--- src/rtl/evm_pkg.sv ---
// Shared types and helpers for the voting machine controller and its tally bank.
package evm_pkg;

    typedef enum logic [1:0] {
        IDLE    = 2'd0,
        LOCKOUT = 2'd1,
        RESULT  = 2'd2
    } state_e;

    localparam int NUM_CAND_DEF = 5;
    localparam int CNT_W_DEF    = 8;

    // True when no more than one bit is set; callers zero-extend narrower vectors.
    function automatic logic at_most_one(input logic [31:0] v);
        return (v & (v - 32'd1)) == 32'd0;
    endfunction

    // Position of the highest set bit; only meaningful when at_most_one() holds.
    function automatic logic [4:0] onehot_index(input logic [31:0] v);
        logic [4:0] idx;
        idx = '0;
        for (int i = 0; i < 32; i++) begin
            if (v[i]) idx = 5'(i);
        end
        return idx;
    endfunction

endpackage

--- src/rtl/evm_tally_bank.sv ---
// Per-candidate saturating vote counters with a sticky overflow flag.
module evm_tally_bank
    import evm_pkg::*;
#(
    parameter int NUM_CAND = NUM_CAND_DEF,
    parameter int CNT_W    = CNT_W_DEF,
    parameter int IDX_W    = (NUM_CAND > 1) ? $clog2(NUM_CAND) : 1
) (
    input  logic             clock,
    input  logic             reset,
    input  logic             inc,
    input  logic [IDX_W-1:0] inc_idx,
    input  logic [IDX_W-1:0] rd_idx,
    output logic [CNT_W-1:0] rd_data,
    output logic             overflow
);

    logic [CNT_W-1:0] tally_q [NUM_CAND];
    logic [CNT_W-1:0] tally_d [NUM_CAND];
    logic             overflow_q;
    logic             overflow_d;

    always_comb begin
        tally_d    = tally_q;
        overflow_d = overflow_q;
        // A full counter holds its value; the attempted vote is flagged instead.
        if (inc) begin
            if (tally_q[inc_idx] == {CNT_W{1'b1}}) begin
                overflow_d = 1'b1;
            end else begin
                tally_d[inc_idx] = tally_q[inc_idx] + CNT_W'(1);
            end
        end
    end

    always_ff @(posedge clock) begin
        if (reset) begin
            for (int i = 0; i < NUM_CAND; i++) begin
                tally_q[i] <= '0;
            end
            overflow_q <= 1'b0;
        end else begin
            tally_q    <= tally_d;
            overflow_q <= overflow_d;
        end
    end

    assign rd_data  = tally_q[rd_idx];
    assign overflow = overflow_q;

endmodule

--- src/rtl/evm_vote_controller.sv ---
// Voting machine sequencer: accepts single-candidate ballots, enforces a
// post-vote lockout, rejects spoiled ballots and displays tallies in result mode.
module evm_vote_controller
    import evm_pkg::*;
#(
    parameter int NUM_CAND    = NUM_CAND_DEF,
    parameter int CNT_W       = CNT_W_DEF,
    parameter int LOCK_CYCLES = 50_000_000
) (
    input  logic                clock,
    input  logic                reset,
    input  logic                mode,
    input  logic [NUM_CAND-1:0] vote_valid,
    output logic [CNT_W-1:0]    LEDs,
    output logic                vote_ack,
    output logic                reject,
    output logic                overflow
);

    localparam int IDX_W  = (NUM_CAND > 1) ? $clog2(NUM_CAND) : 1;
    localparam int LOCK_W = $clog2(LOCK_CYCLES + 1);

    state_e             state_q, state_d;
    logic [IDX_W-1:0]   sel_q, sel_d;
    logic [LOCK_W-1:0]  lock_q, lock_d;
    logic [CNT_W-1:0]   leds_q, leds_d;
    logic               ack_q, ack_d;
    logic               reject_q, reject_d;

    logic               vote_any;
    logic               vote_single;
    logic [IDX_W-1:0]   vote_idx;
    logic               inc;
    logic [CNT_W-1:0]   rd_data;

    assign vote_any    = |vote_valid;
    assign vote_single = vote_any && at_most_one(32'(vote_valid));
    assign vote_idx    = IDX_W'(onehot_index(32'(vote_valid)));

    evm_tally_bank #(
        .NUM_CAND (NUM_CAND),
        .CNT_W    (CNT_W),
        .IDX_W    (IDX_W)
    ) u_tally_bank (
        .clock    (clock),
        .reset    (reset),
        .inc      (inc),
        .inc_idx  (vote_idx),
        .rd_idx   (sel_q),
        .rd_data  (rd_data),
        .overflow (overflow)
    );

    always_comb begin
        state_d  = state_q;
        sel_d    = sel_q;
        lock_d   = lock_q;
        leds_d   = leds_q;
        ack_d    = ack_q;
        reject_d = 1'b0;
        inc      = 1'b0;
        unique case (state_q)
            // A valid vote takes priority over a simultaneous request for result mode.
            IDLE: begin
                if (vote_single) begin
                    inc     = 1'b1;
                    leds_d  = CNT_W'(1) << vote_idx;
                    ack_d   = 1'b1;
                    lock_d  = LOCK_W'(LOCK_CYCLES - 1);
                    state_d = LOCKOUT;
                end else if (vote_any) begin
                    reject_d = 1'b1;
                end else if (mode) begin
                    sel_d   = '0;
                    state_d = RESULT;
                end
            end
            LOCKOUT: begin
                if (lock_q == '0) begin
                    ack_d   = 1'b0;
                    leds_d  = '0;
                    state_d = IDLE;
                end else begin
                    lock_d = lock_q - LOCK_W'(1);
                end
            end
            RESULT: begin
                leds_d = rd_data;
                if (vote_single) sel_d = vote_idx;
                if (!mode) begin
                    leds_d  = '0;
                    state_d = IDLE;
                end
            end
            default: state_d = IDLE;
        endcase
    end

    always_ff @(posedge clock) begin
        if (reset) begin
            state_q  <= IDLE;
            sel_q    <= '0;
            lock_q   <= '0;
            leds_q   <= '0;
            ack_q    <= 1'b0;
            reject_q <= 1'b0;
        end else begin
            state_q  <= state_d;
            sel_q    <= sel_d;
            lock_q   <= lock_d;
            leds_q   <= leds_d;
            ack_q    <= ack_d;
            reject_q <= reject_d;
        end
    end

    assign LEDs     = leds_q;
    assign vote_ack = ack_q;
    assign reject   = reject_q;

endmodule

--- config.mk ---
export PLATFORM = sky130hd
export DESIGN_NAME = evm_vote_controller
export DESIGN_NICKNAME = d
export VERILOG_FILES = /design/src/rtl/evm_pkg.sv /design/src/rtl/evm_tally_bank.sv /design/src/rtl/evm_vote_controller.sv
export SDC_FILE = /design/constraint.sdc
export NUM_CORES = 1
export LEC_CHECK = 0
export CAP_MARGIN = 25
export CORE_MARGIN = 3
export CORE_UTILIZATION = 25
export CTS_BUF_LIST = sky130_fd_sc_hd__clkbuf_16
export DETAILED_ROUTE_END_ITERATION = 8
export PLACE_DENSITY_LB_ADDON = 0.08
export SKIP_CTS_REPAIR_TIMING = 1
export SLEW_MARGIN = 5
export SYNTH_ARGS = -nofsm -noshare
export SYNTH_HDL_FRONTEND = slang
export SYNTH_SLANG_ARGS = --single-unit
--- constraint.sdc ---
create_clock -name clock -period 4 [get_ports clock]
set_clock_uncertainty 0.2 [all_clocks]
set_input_delay 0.4 -clock clock [delete_from_list [all_inputs] [get_ports clock]]
set_output_delay 0.4 -clock clock [all_outputs]
set_load 0.01 [all_outputs]
# ---- Yosys cells after proc, flatten, opt, wreduce, memory -nomap -nowiden
# Cells that the tools add are included.
dict set report totals {
  word_cells 91
  output_inout_bits 11
  register_bits 82
  inputBits 8
}
dict set report op_classes {
  bitwise 5
  add_sub_neg 3
  mux 37
  shift 1
  eq_ne 13
  order_cmp 3
  n_reduce_logical 17
}
# op n
set op_table {}
lappend op_table {{two-way mux 8 bit} 8}
lappend op_table {{two-way mux 26 bit} 2}
lappend op_table {{case mux 26 bit (2 select lines)} 1}
lappend op_table {{binary-select mux 8 bit (select 3 bit)} 2}
lappend op_table {{bitwise mux 40 bit} 1}
lappend op_table {{AND 5 x 32 -> 32 bit} 1}
lappend op_table {{logical NOT 32 bit} 1}
lappend op_table {{logical NOT 26 bit} 1}
lappend op_table {{subtractor 26 x 1 -> 26 bit, second input constant} 1}
lappend op_table {{demux 8 bit (select 3 bit)} 1}
lappend op_table {{case mux 8 bit (3 select lines)} 1}
lappend op_table {{two-way mux 3 bit} 7}
lappend op_table {{!= test 2 bit, second input constant} 8}
lappend op_table {{two-way mux 2 bit} 5}
lappend op_table {{AND reduction 3 bit} 3}
lappend op_table {{adder 8 x 1 -> 8 bit, second input constant} 1}
lappend op_table {{equality test 8 bit, second input constant} 1}
lappend op_table {{>= comparator 4 bit, second input constant} 2}
lappend op_table {{inverter 3 -> 4 bit} 2}
lappend op_table {{left shift 1 x 3 -> 8 bit, first input constant} 1}
lappend op_table {{two-way mux 1 bit} 6}
lappend op_table {{!= test 3 bit, second input constant} 2}
lappend op_table {{case mux 2 bit (3 select lines)} 1}
lappend op_table {{case mux 3 bit (2 select lines)} 1}
lappend op_table {{15 further kinds} 19}

# ---- Logic depth before layout (Yosys ltp)
# Gate-level depths: netlist (run 1).
dict set report depth {
  depth_word 11
  depth_mapped 14
  mapped_depth_nobuf 11
}

# ---- Modules after synthesis
# Synthesis (run 1) repeated with hierarchy kept, for this count alone.
dict set report unflattened {
  cells_unflattened 578
  hier_area_um2 4972.3
}
# mod cells_each seq_area_each_um2 n_inst area_per_inst_um2
set modules_own_cells {}
lappend modules_own_cells {evm_tally_bank 291 820.8 1 2603.7}
lappend modules_own_cells {evm_vote_controller 287 820.8 1 2368.5}

# ---- Least setup slack after synthesis (run 1)
# No wires, ideal clock.
dict set report synth_timing {
  kind {input -> register}
  start {in vote_valid[2]}
  end {reg u_tally_bank.tally_q[10] (netlist name)}
  arrival_ps 2746
  required_time_ps 3672
  path_buffers 2
  setup_time_ps 128
  path_stages 13
  slack_ps 927
  path_cell_list {buf_4 -> or2_1 -> buf_4 -> o221ai_1 -> o21ai_2 -> inv_1 -> ha_1 -> o311ai_1 -> a21oi_1 -> nand4_4 -> o2111ai_4 -> mux2i_1 -> nor2_1}
}
dict set report synth_via {
  elab_chain_cells 10
  word_cells_on_any_way 24
  cone_classes {add/sub (2); order compare (2); eq/ne (1); mux (11); bitwise (3); reduce/logical (5)}
}
# item line
set synth_rtl {}
lappend synth_rtl {{start, declared} evm_vote_controller.sv:13} ;# input logic [NUM_CAND-1:0] vote_valid,
lappend synth_rtl {{branches (longest 10 deep; another with adder 8 x 1 -> 8 bit)} -}
lappend synth_rtl {{end signal, assigned} evm_tally_bank.sv:43} ;# tally_q <= tally_d;
lappend synth_rtl {{end, declared} evm_tally_bank.sv:18} ;# logic [CNT_W-1:0] tally_q [NUM_CAND];
# Parallel ways; which one is timed is not known. The select of a mux whose other input is x is not followed.
# A chain may end at the register's enable or synchronous reset.

# ---- Worst setup path in the final report (run 1)
dict set report layout_timing {
  start {in vote_valid[3]}
  end {reg u_tally_bank.tally_q[12] (netlist name)}
}
dict set report layout_via {
  elab_chain_cells 9
  word_cells_on_any_way 23
  cone_classes {add/sub (2); order compare (2); eq/ne (1); mux (10); bitwise (3); reduce/logical (5)}
}
# item
set layout_rtl {}
lappend layout_rtl {{branches (longest 9 deep; another with adder 8 x 1 -> 8 bit)}}
# Parallel ways; which one is timed is not known. The select of a mux whose other input is x is not followed.

==> results.json, run 1 <==
{
  "synth_xor_area_share_pct": 5.336,
  "fin_ws_ns": 0.6342,
  "cts.root.buffer_cell": "clkbuf_16",
  "synth_top_family_by_area": "simple AND/OR/NAND/NOR gates",
  "yosys-top-cells-area": "dfxtp_1 (37%), mux2i_1 (8.6%), nor2_1 (5.9%), mux4_2 (4.1%), xnor2_1 (3.6%)",
  "ys_ff_latch": 82,
  "power.total_mw": 2.257,
  "die-area_um2": 19360,
  "h-tree-depth": 3,
  "clk_pin_slew_ns": 0.06,
  "die_h_um": 139.1,
  "syn_area_per_cell_um2": 9.252,
  "outcome": "finished, final reports clean",
  "synth_compound_area_share_pct": 17.02,
  "antenna_found_initial": 0,
  "first_pass_iters": 4,
  "ioPinCount": 19,
  "dieWidth_um": 139.1,
  "min_to": "LEDs[6]$_SDFFE_PP0P_",
  "cts_tree": "built",
  "clock_sinks": 82,
  "vias": 3617,
  "hold_start": "LEDs[6]$_SDFFE_PP0P_",
  "cts_made_buffers": 9,
  "clk_path_buf_depth": 2,
  "endpoint_kind": "register",
  "synth_cell_type_count": 72,
  "drv_cap": 0,
  "first_global_vias": 3543,
  "synth-simple-area-share_pct": 21.60,
  "rsz0062_at_grt": "false",
  "hold_viol_final": 0,
  "yosysWarnings": 0,
  "grt_pass1_wl_mm": 20.79,
  "final_cell_count_no_fill": 731,
  "internal-power_mw": 1.553,
  "ant_nets": 0,
  "stdcell_area_um2": 5180,
  "drt-total-wl_mm": 13.07,
  "initial_core_util_pct": 25.62,
  "slowest_stage": "o2111ai_4",
  "yosysTopAreaCell": "dfxtp_1",
  "synth_flop_cell": "dfxtp_1",
  "synth_area_um2": 4432,
  "crit_arrival_ns": 3.39,
  "seqPwrFrac_pct": 41.0,
  "whs_path_depth": 2,
  "pre_cts_slack_ns": 0.2194,
  "dpl.hpwl_mm": 9.508,
  "placed_area_um2": 4891,
  "fin_nets": 516,
  "clock.fmax_mhz": 297.1,
  "synth_common_cells": "dfxtp_1 (82), nor2_1 (70), mux2i_1 (38)",
  "grt_max_degree": 34,
  "drc": 0,
  "synth_edf_count": 0,
  "r2r-end": "u_tally_bank.tally_q[12]$_SDFFE_PP0P_",
  "power_density_nw_per_um2": 435.8,
  "syn_to_final_growth_pct": 16.88,
  "reg2reg_depth": 11,
  "period_minus_slack_ns": 3.366,
  "path_class": "in -> reg",
  "design.core.area_um2": 17300,
  "routedWlPerCell_um": 17.88,
  "final_max_slew_viol_count": 0,
  "switching_power_uw": 704.0,
  "synthAdderAreaFrac_pct": 1.920,
  "cp_cell_sequence": "clkdlybuf4s50_1 -> buf_4 -> inv_2 -> o22ai_1 -> o31a_1 -> inv_1 -> ha_1 -> o311ai_1 -> a21oi_1 -> nand4_4 -> o2111ai_4 -> mux2i_1 -> nor2_1",
  "track_usage_pct": 13.88,
  "yosys.area.top_type_share_pct": 37.04,
  "p_comb_share_pct": 22.8,
  "critical_path.max_stage_delay_ns": 0.53,
  "vdd_drop_max_mv": 0.2082,
  "async_reset_ff_share_pct": 0,
  "cp.required_ns": 4.03,
  "tightest_slew_ns": 0.7611,
  "diodes": 0,
  "hp-class": "reg -> reg",
  "synth_mux_area_share_pct": 12.90,
  "reg2reg_slack_ns": 1.06,
  "seq_area_frac_synth_pct": 37.04,
  "gp_congestion": 0.8007,
  "leakage_nw": 1.996,
  "clock_latency_ns": 0.35,
  "syn-num-nets": 493,
  "dpl.cell_count": 715,
  "period_share_pct": 84.15,
  "relSlewSlack_pct": 49.03,
  "drt_iter0_drc": 125,
  "cp-start-kind": "input port",
  "routed_via_density": 4.948,
  "path_max_fanout": 10,
  "setup_tns_ns": 0,
  "io_buffers": 18,
  "drive_above_1_share_pct": 13.04,
  "sw_frac_of_total_pct": 31.18,
  "syn_inst": 479,
  "num_rows": 48,
  "yosysMostFrequentCell": "dfxtp_1",
  "rr_startpoint": "u_tally_bank.tally_q[33]$_SDFFE_PP0P_",
  "p_clk_share_pct": 36.2,
  "overflow": 0,
  "setup_viol": 0
}
==> cell type report <==
cell class / instances / area [µm²]
clock buffer: 9 / 225.2
inverter: 14 / 52.55
tap: 225 / 281.5
multi-input combinational: 358 / 2605
fill: 1841 / 12120
timing repair buffer: 37 / 315.3
sequential: 82 / 1642
clock inverter: 6 / 58.81
==> per-stage QoR <==
step	util (%)	hold slack, ns
after floorplan	-	0.2481
after global placement	28.28	0.2422
after detailed placement	28.28	0.2453
after CTS	29.92	0.2535
after global routing	29.95	0.2805
final	29.95	0.2518
==> worst max path at each step <==
stage          slack (ns)           from                                    end  cells after the start
6_report             0.63  vote_valid[3]  u_tally_bank.tally_q[12]$_SDFFE_PP0P_                     13
5_1_grt              0.30  vote_valid[3]  u_tally_bank.tally_q[14]$_SDFFE_PP0P_                     13
4_1_cts              0.61  vote_valid[3]  u_tally_bank.tally_q[12]$_SDFFE_PP0P_                     13
3_5_place_dp         0.22  vote_valid[3]   u_tally_bank.tally_q[8]$_SDFFE_PP0P_                     13
3_3_place_gp         0.24  vote_valid[3]  u_tally_bank.tally_q[14]$_SDFFE_PP0P_                     13
2_1_floorplan        0.93  vote_valid[2]  u_tally_bank.tally_q[10]$_SDFFE_PP0P_                     13
==> cell families (layout without fill, tap and decap cells) <==
| kind of cell | Yosys count | in the layout |
|---|---|---|
| simple gates | 179 | 179 |
| compound gates | 98 | 98 |
| flops | 82 | 82 |
| mux | 47 | 47 |
| buf+inv | 39 | 66 |
| xor+xnor | 27 | 27 |
| fa+ha+maj | 7 | 7 |
==> sequential cells by signal, summed over array words and instances, names as in the netlist <==
signal and cells:
lock_q 26, u_tally_bank.overflow 1, LEDs 8, u_tally_bank.tally_q 40, vote_ack 1, reject 1
sel_q 3, state_q 2
==> placed cells by master (no fill, tap or decap), types with 9 or more instances in the layout <==
| cell | n |
|---|---|
| a21oi_1 | 27 |
| a22oi_1 | 9 |
| buf_4 | 18 |
| clkbuf_16 | 9 |
| clkdlybuf4s50_1 | 17 |
| dfxtp_1 | 82 |
| inv_1 | 12 |
| mux2i_1 | 38 |
| nand2_1 | 19 |
| nand3_1 | 11 |
| nand3b_1 | 10 |
| nor2_1 | 70 |
| nor3_1 | 11 |
| nor4_1 | 10 |
| o21ai_0 | 14 |
| xnor2_1 | 18 |
| xor2_1 | 9 |
==> power groups by stage <==
stage / Combinational (mW) / Sequential [mW] / Clock, mW
3_3_place_gp: 0.514 / 0.942 / 0
6_report: 0.514 / 0.926 / 0.817
5_1_grt: 0.569 / 0.934 / 0.894
2_1_floorplan: 0.376 / 0.933 / 0
4_1_cts: 0.516 / 0.925 / 0.855
3_5_place_dp: 0.511 / 0.943 / 0
==> critical path, delay by kind of cell <==
family / cells / cell delay (ns)
and+or+nand+nor: 2 / 0.32
AOI/OAI and AO/OA: 5 / 1.40
muxes: 1 / 0.25
buffers and inverters: 4 / 0.85
adders and majority gates: 1 / 0.17
==> layer usage <==
| layer | global-route usage (%) | up-vias | wire (µm) |
|---|---|---|---|
| li1 | - | 1792 | - |
| met2 | 23.34 | 50 | 6384 |
| met5 | 0 | - | 0 |
| met1 | 17.56 | 1760 | 6068 |
| met3 | 3.034 | 15 | 362 |
| met4 | 4.943 | 0 | 254 |
(Power assumes the default switching activity.)
==> inputs of run 2 (changes only) <==
- clock period: 4 -> 3.3 ns (I/O delays scaled with it)
==> run 2 against run 1 <==
Net effect:
- count of clock-buffer cells in the layout unchanged
- cell count increased by 4.7%
- register-to-register slack got worse by 0.42 ns
- largest power group unchanged
- sequential cell count unchanged
- total power increased by 22%
- routed wire length increased by 2.3%
- final area increased by 6.1%
- clock power increased by 17%
- sequential share of layout area decreased by 1.8 points
- via count increased by 2.5%
==> results.json, run 2 (synthesized netlist as in run 1, its figures left out) <==
{
  "clk_path_buf_depth": 2,
  "final_max_slew_viol_count": 0,
  "first_global_vias": 3852,
  "cts_tree": "built",
  "vdd_drop_max_mv": 0.2511,
  "seqPwrFrac_pct": 40.8,
  "drc": 0,
  "routed_via_density": 4.846,
  "clock_latency_ns": 0.35,
  "drive_above_1_share_pct": 18.70,
  "reg2reg_slack_ns": 0.64,
  "layout_common_cells": "dfxtp_1 (82), nor2_1 (70), buf_4 (45), mux2i_1 (38), a21oi_1 (27)",
  "tightest_slew_ns": 0.6099,
  "cts_made_buffers": 9,
  "final_cell_count_no_fill": 765,
  "die_h_um": 139.1,
  "grt_pass1_wl_mm": 21.59,
  "period_minus_slack_ns": 3.022,
  "reg2reg_depth": 6,
  "path_class": "in -> reg",
  "dpl.cell_count": 748,
  "ant_nets": 0,
  "routedWlPerCell_um": 17.48,
  "gp_congestion": 0.8152,
  "largest-register": "u_tally_bank.tally_q",
  "clk_pin_slew_ns": 0.07,
  "drv_cap": 0,
  "overflow": 0,
  "gr-usage-met1_pct": 17.93,
  "path_max_fanout": 4,
  "fin_nets": 549,
  "relSlewSlack_pct": 59.29,
  "switching_power_uw": 888.5,
  "die-area_um2": 19360,
  "clock.fmax_mhz": 330.9,
  "endpoint_kind": "register",
  "crit_arrival_ns": 3.06,
  "cp.required_ns": 3.33,
  "period_share_pct": 91.59,
  "multi_input_area_um2": 2605,
  "use_met2_pct": 24.03,
  "r2r-end": "LEDs[7]$_SDFFE_PP0P_",
  "track_usage_pct": 14.38,
  "drt-total-wl_mm": 13.38,
  "dieWidth_um": 139.1,
  "hold_viol_final": 0,
  "pre_cts_slack_ns": -0.05734,
  "syn_to_final_growth_pct": 24.05,
  "setup_viol": 0,
  "io_buffers": 18,
  "cts.root.buffer_cell": "clkbuf_16",
  "fin_ws_ns": 0.2776,
  "power_density_nw_per_um2": 500.0,
  "diodes": 0,
  "drt_iter0_drc": 146,
  "clock_sinks": 82,
  "internal-power_mw": 1.860,
  "vias": 3707,
  "hold_start": "LEDs[6]$_SDFFE_PP0P_",
  "top_usage_layer": "met2",
  "sw_frac_of_total_pct": 32.32,
  "grt_max_degree": 32,
  "fillCellCount": 1838,
  "outcome": "finished, final reports clean",
  "hp-class": "reg -> reg",
  "h-tree-depth": 3,
  "min_to": "LEDs[6]$_SDFFE_PP0P_",
  "rr_startpoint": "lock_q[4]$_SDFFE_PP0P_",
  "antenna_found_initial": 0,
  "final_common_cell": "dfxtp_1",
  "dpl.hpwl_mm": 9.837,
  "ioPinCount": 19,
  "first_pass_iters": 5,
  "cp-start-kind": "input port",
  "initial_core_util_pct": 25.62,
  "design.core.area_um2": 17300,
  "p_clk_share_pct": 34.8,
  "leakage_nw": 2.180,
  "rsz0062_at_grt": "false",
  "whs_path_depth": 2,
  "largest_register_ffs": 40,
  "num_rows": 48,
  "p_comb_share_pct": 24.4,
  "seqCellArea_um2": 1642,
  "grt_use_met3_pct": 3.897
}
[run 2: worst max path at each step]
stage                        startpoint                               endpoint  cells after the start
after floorplan           vote_valid[2]  u_tally_bank.tally_q[10]$_SDFFE_PP0P_                     13
after global placement    vote_valid[3]   u_tally_bank.tally_q[6]$_SDFFE_PP0P_                     15
after detailed placement  vote_valid[3]   u_tally_bank.tally_q[0]$_SDFFE_PP0P_                     15
after CTS                 vote_valid[3]   u_tally_bank.tally_q[6]$_SDFFE_PP0P_                     15
after global routing      vote_valid[3]   u_tally_bank.tally_q[7]$_SDFFE_PP0P_                     15
final                     vote_valid[3]   u_tally_bank.tally_q[6]$_SDFFE_PP0P_                     15
[run 2: through the flow]
stage	power, mW	instance area (µm²)	util, %	hold slack [ns]	TNS [ns]
finish	2.749	5498	31.79	0.2526	0
global route	2.911	5498	31.79	0.2839	0
floorplan	1.587	4432	-	0.2481	0
detailed placement	1.810	5214	30.14	0.2486	-0.4897
global placement	1.810	5214	30.14	0.2442	-0.2922
CTS	2.788	5493	31.76	0.2587	0
[run 2: cell type report]
class                           count  share of cell area, %
Clock inverter                      7                 0.9786
Inverter                           14                 0.9558
Sequential cell                    82                  29.86
Timing Repair Buffer               70                  11.61
Tap cell                          225                  5.121
Clock buffer                        9                  4.096
Multi-Input combinational cell    358                  47.38
[run 2: power by group through the flow]
| stage | sequential, mW | clock, mW | combinational (mW) |
|---|---|---|---|
| after floorplan | 1.13 | 0 | 0.456 |
| after global routing | 1.13 | 1.04 | 0.734 |
| after detailed placement | 1.14 | 0 | 0.668 |
| after global placement | 1.14 | 0 | 0.666 |
| final | 1.12 | 0.958 | 0.670 |
| after CTS | 1.12 | 0.996 | 0.673 |
[run 2: worst max-delay path, cell delays in order]
cell,delay (ns)
clkdlybuf4s50_1,0.61
nand2b_1,0.23
o22ai_1,0.10
o31a_1,0.29
inv_1,0.06
ha_1,0.15
o311ai_1,0.10
a21oi_1,0.13
buf_4,0.14
nand4_4,0.12
buf_4,0.20
o211ai_4,0.19
buf_4,0.18
mux2i_1,0.18
nor2_1,0.06
[run 2: metal layers]
| layer | wire (µm) | part of all wire, % |
|---|---|---|
| met1 | 6268 | 47 |
| met3 | 377 | 2.8 |
| met5 | 0 | 0 |
| met4 | 304 | 2.3 |
| met2 | 6426 | 48 |
==> inputs of run 3 (changes only) <==
- RECOVER_POWER: not set -> 50
==> run 3 against run 2 <==
Net effect:
- critical path depth down 4
- die area unchanged
- sequential share of layout area up 0.14 points
- via count up 0.43%
- utilization down 0.14 points
- clock power about the same
- cell count unchanged
- worst hold slack worse by 0.0016 ns
- register-to-register slack worse by 0.25 ns
- sequential cell count unchanged
- count of clock-buffer cells in the layout unchanged
- fmax down 2.3%
==> results.json, run 3 (synthesized netlist as in run 1, its figures left out) <==
{
  "final_cell_count_no_fill": 765,
  "grt_max_degree": 32,
  "dpl.cell_count": 748,
  "num_rows": 48,
  "final_max_slew_viol_count": 0,
  "die_h_um": 139.1,
  "design.core.area_um2": 17300,
  "hp-class": "reg -> reg",
  "overflow": 0,
  "drt_iter0_drc": 156,
  "layout_common_cells": "dfxtp_1 (82), nor2_1 (70), buf_4 (40), mux2i_1 (38), a21oi_1 (27)",
  "holdWs_ns": 0.2510,
  "grt_pass1_wl_mm": 21.59,
  "cp.required_ns": 3.33,
  "finalCoreUtilization_pct": 31.64,
  "cp_cell_sequence": "clkdlybuf4s50_1 -> clkbuf_1 -> nor2_2 -> a2111oi_2 -> o22a_2 -> nand4_4 -> buf_4 -> o211ai_4 -> buf_4 -> mux2i_1 -> nor2_1",
  "crit_arrival_ns": 3.13,
  "largest-register": "u_tally_bank.tally_q",
  "routed_via_density": 4.867,
  "gp_congestion": 0.8152,
  "tightest_slew_ns": 0.6197,
  "fin_nets": 549,
  "cp-start-kind": "input port",
  "track_usage_pct": 14.38,
  "rsz0062_at_grt": "false",
  "clk_pin_slew_ns": 0.07,
  "relSlewSlack_pct": 58.63,
  "p_clk_share_pct": 35.0,
  "routedWlPerCell_um": 17.45,
  "hold_viol_final": 0,
  "critical_path.max_stage_delay_ns": 0.60,
  "outcome": "finished, final reports clean",
  "clock.fmax_mhz": 323.4,
  "die-area_um2": 19360,
  "cp-endpoint": "u_tally_bank.tally_q[6]$_SDFFE_PP0P_",
  "cts_made_buffers": 9,
  "vdd_drop_max_mv": 0.2508,
  "ant_nets": 0,
  "fillCellCount": 1849,
  "power_density_nw_per_um2": 498.2,
  "cts.root.buffer_cell": "clkbuf_16",
  "dpl.hpwl_mm": 9.837,
  "r2r-end": "lock_q[19]$_SDFFE_PP0P_",
  "cp.depth": 11,
  "dieWidth_um": 139.1,
  "path_max_fanout": 9,
  "path_class": "in -> reg",
  "io_buffers": 18,
  "final_common_cell": "dfxtp_1",
  "h-tree-depth": 3,
  "rr_startpoint": "lock_q[4]$_SDFFE_PP0P_",
  "internal-power_mw": 1.843,
  "vias": 3723,
  "clock_latency_ns": 0.35,
  "first_pass_iters": 4,
  "diodes": 0,
  "leakage_nw": 2.200,
  "drc": 0,
  "drive_above_1_share_pct": 17.78,
  "cp_top_family": "buffers and inverters",
  "period_minus_slack_ns": 3.093,
  "ioPinCount": 19,
  "slowest_stage": "clkdlybuf4s50_1",
  "seqPwrFrac_pct": 41.1,
  "reg2reg_depth": 7,
  "critical_path_buf_inv_count": 4,
  "clk_path_buf_depth": 2,
  "antenna_found_initial": 0,
  "reg2reg_slack_ns": 0.39,
  "largest_register_ffs": 40,
  "endpoint_kind": "register",
  "p_comb_share_pct": 23.9,
  "initial_core_util_pct": 25.62,
  "first_global_vias": 3852,
  "startpoint": "vote_valid[3]",
  "worst_path_most_repeated_cell": "buf_4",
  "syn_to_final_growth_pct": 23.49,
  "cts_tree": "built",
  "sw_frac_of_total_pct": 32.41,
  "switching_power_uw": 883.7,
  "drv_cap": 0,
  "clock_sinks": 82,
  "period_share_pct": 93.71,
  "setup_viol": 0,
  "drt-total-wl_mm": 13.35
}
==> run 3: cell types whose count changed in the layout (fill, tap and decap cells not counted), moves of 2 or more <==
cell / before / now
and2_0: 0 / 2
and2_1: 6 / 4
buf_4: 45 / 40
clkbuf_1: 0 / 3
clkbuf_2: 1 / 3
clkdlybuf4s50_1: 17 / 6
dlygate4sd3_1: 0 / 11
==> run 3: final cells by class <==
class / count / area (µm²) / area share (%)
clock buffer: 9 / 225.2 / 4.115
clock inverter: 7 / 53.80 / 0.9831
inverter: 14 / 52.55 / 0.9602
multi-input combinational: 358 / 2596 / 47.44
sequential: 82 / 1642 / 30.00
tap: 225 / 281.5 / 5.144
timing repair buffer: 70 / 621.8 / 11.36
==> run 3: tightest hold or removal path: stages, from the launching register on <==
cell,delay [ns]
dfxtp_1,0.31
nand2_1,0.05
a21oi_1,0.05
==> run 3: how the worst min path moves through the flow <==
stage               cells after the start                                   from                                     to
floorplan                               2  u_tally_bank.tally_q[16]$_SDFFE_PP0P_  u_tally_bank.tally_q[16]$_SDFFE_PP0P_
global placement                        2                   LEDs[7]$_SDFFE_PP0P_                   LEDs[7]$_SDFFE_PP0P_
detailed placement                      2                   LEDs[6]$_SDFFE_PP0P_                   LEDs[6]$_SDFFE_PP0P_
CTS                                     2                   LEDs[6]$_SDFFE_PP0P_                   LEDs[6]$_SDFFE_PP0P_
global route                            2                   LEDs[7]$_SDFFE_PP0P_                   LEDs[7]$_SDFFE_PP0P_
finish                                  2                   LEDs[6]$_SDFFE_PP0P_                   LEDs[6]$_SDFFE_PP0P_
==> run 3: power groups by stage <==
stage | sequential, mW | combinational, mW | clock [mW]
after detailed placement | 1.14 | 0.668 | 0
after floorplan | 1.13 | 0.456 | 0
final | 1.12 | 0.652 | 0.955
after CTS | 1.12 | 0.673 | 0.996
after global routing | 1.13 | 0.716 | 1.04
after global placement | 1.14 | 0.666 | 0
==> run 3: metrics by stage <==
step	power [mW]	instance area [µm²]	setup slack, ns	setup TNS, ns
after global placement	1.810	5214	-0.03905	-0.2922
after global routing	2.892	5473	0.08362	0
after CTS	2.788	5493	0.2869	0
after detailed placement	1.810	5214	-0.05734	-0.4897
final	2.726	5473	0.2074	0
after floorplan	1.587	4432	0.2968	0
==> run 3: layer usage <==
layer | global-route usage [%] | wire length [µm]
met2 | 24.03 | 6406
met1 | 17.93 | 6246
met5 | 0 | 0
met4 | 4.892 | 302
met3 | 3.897 | 393
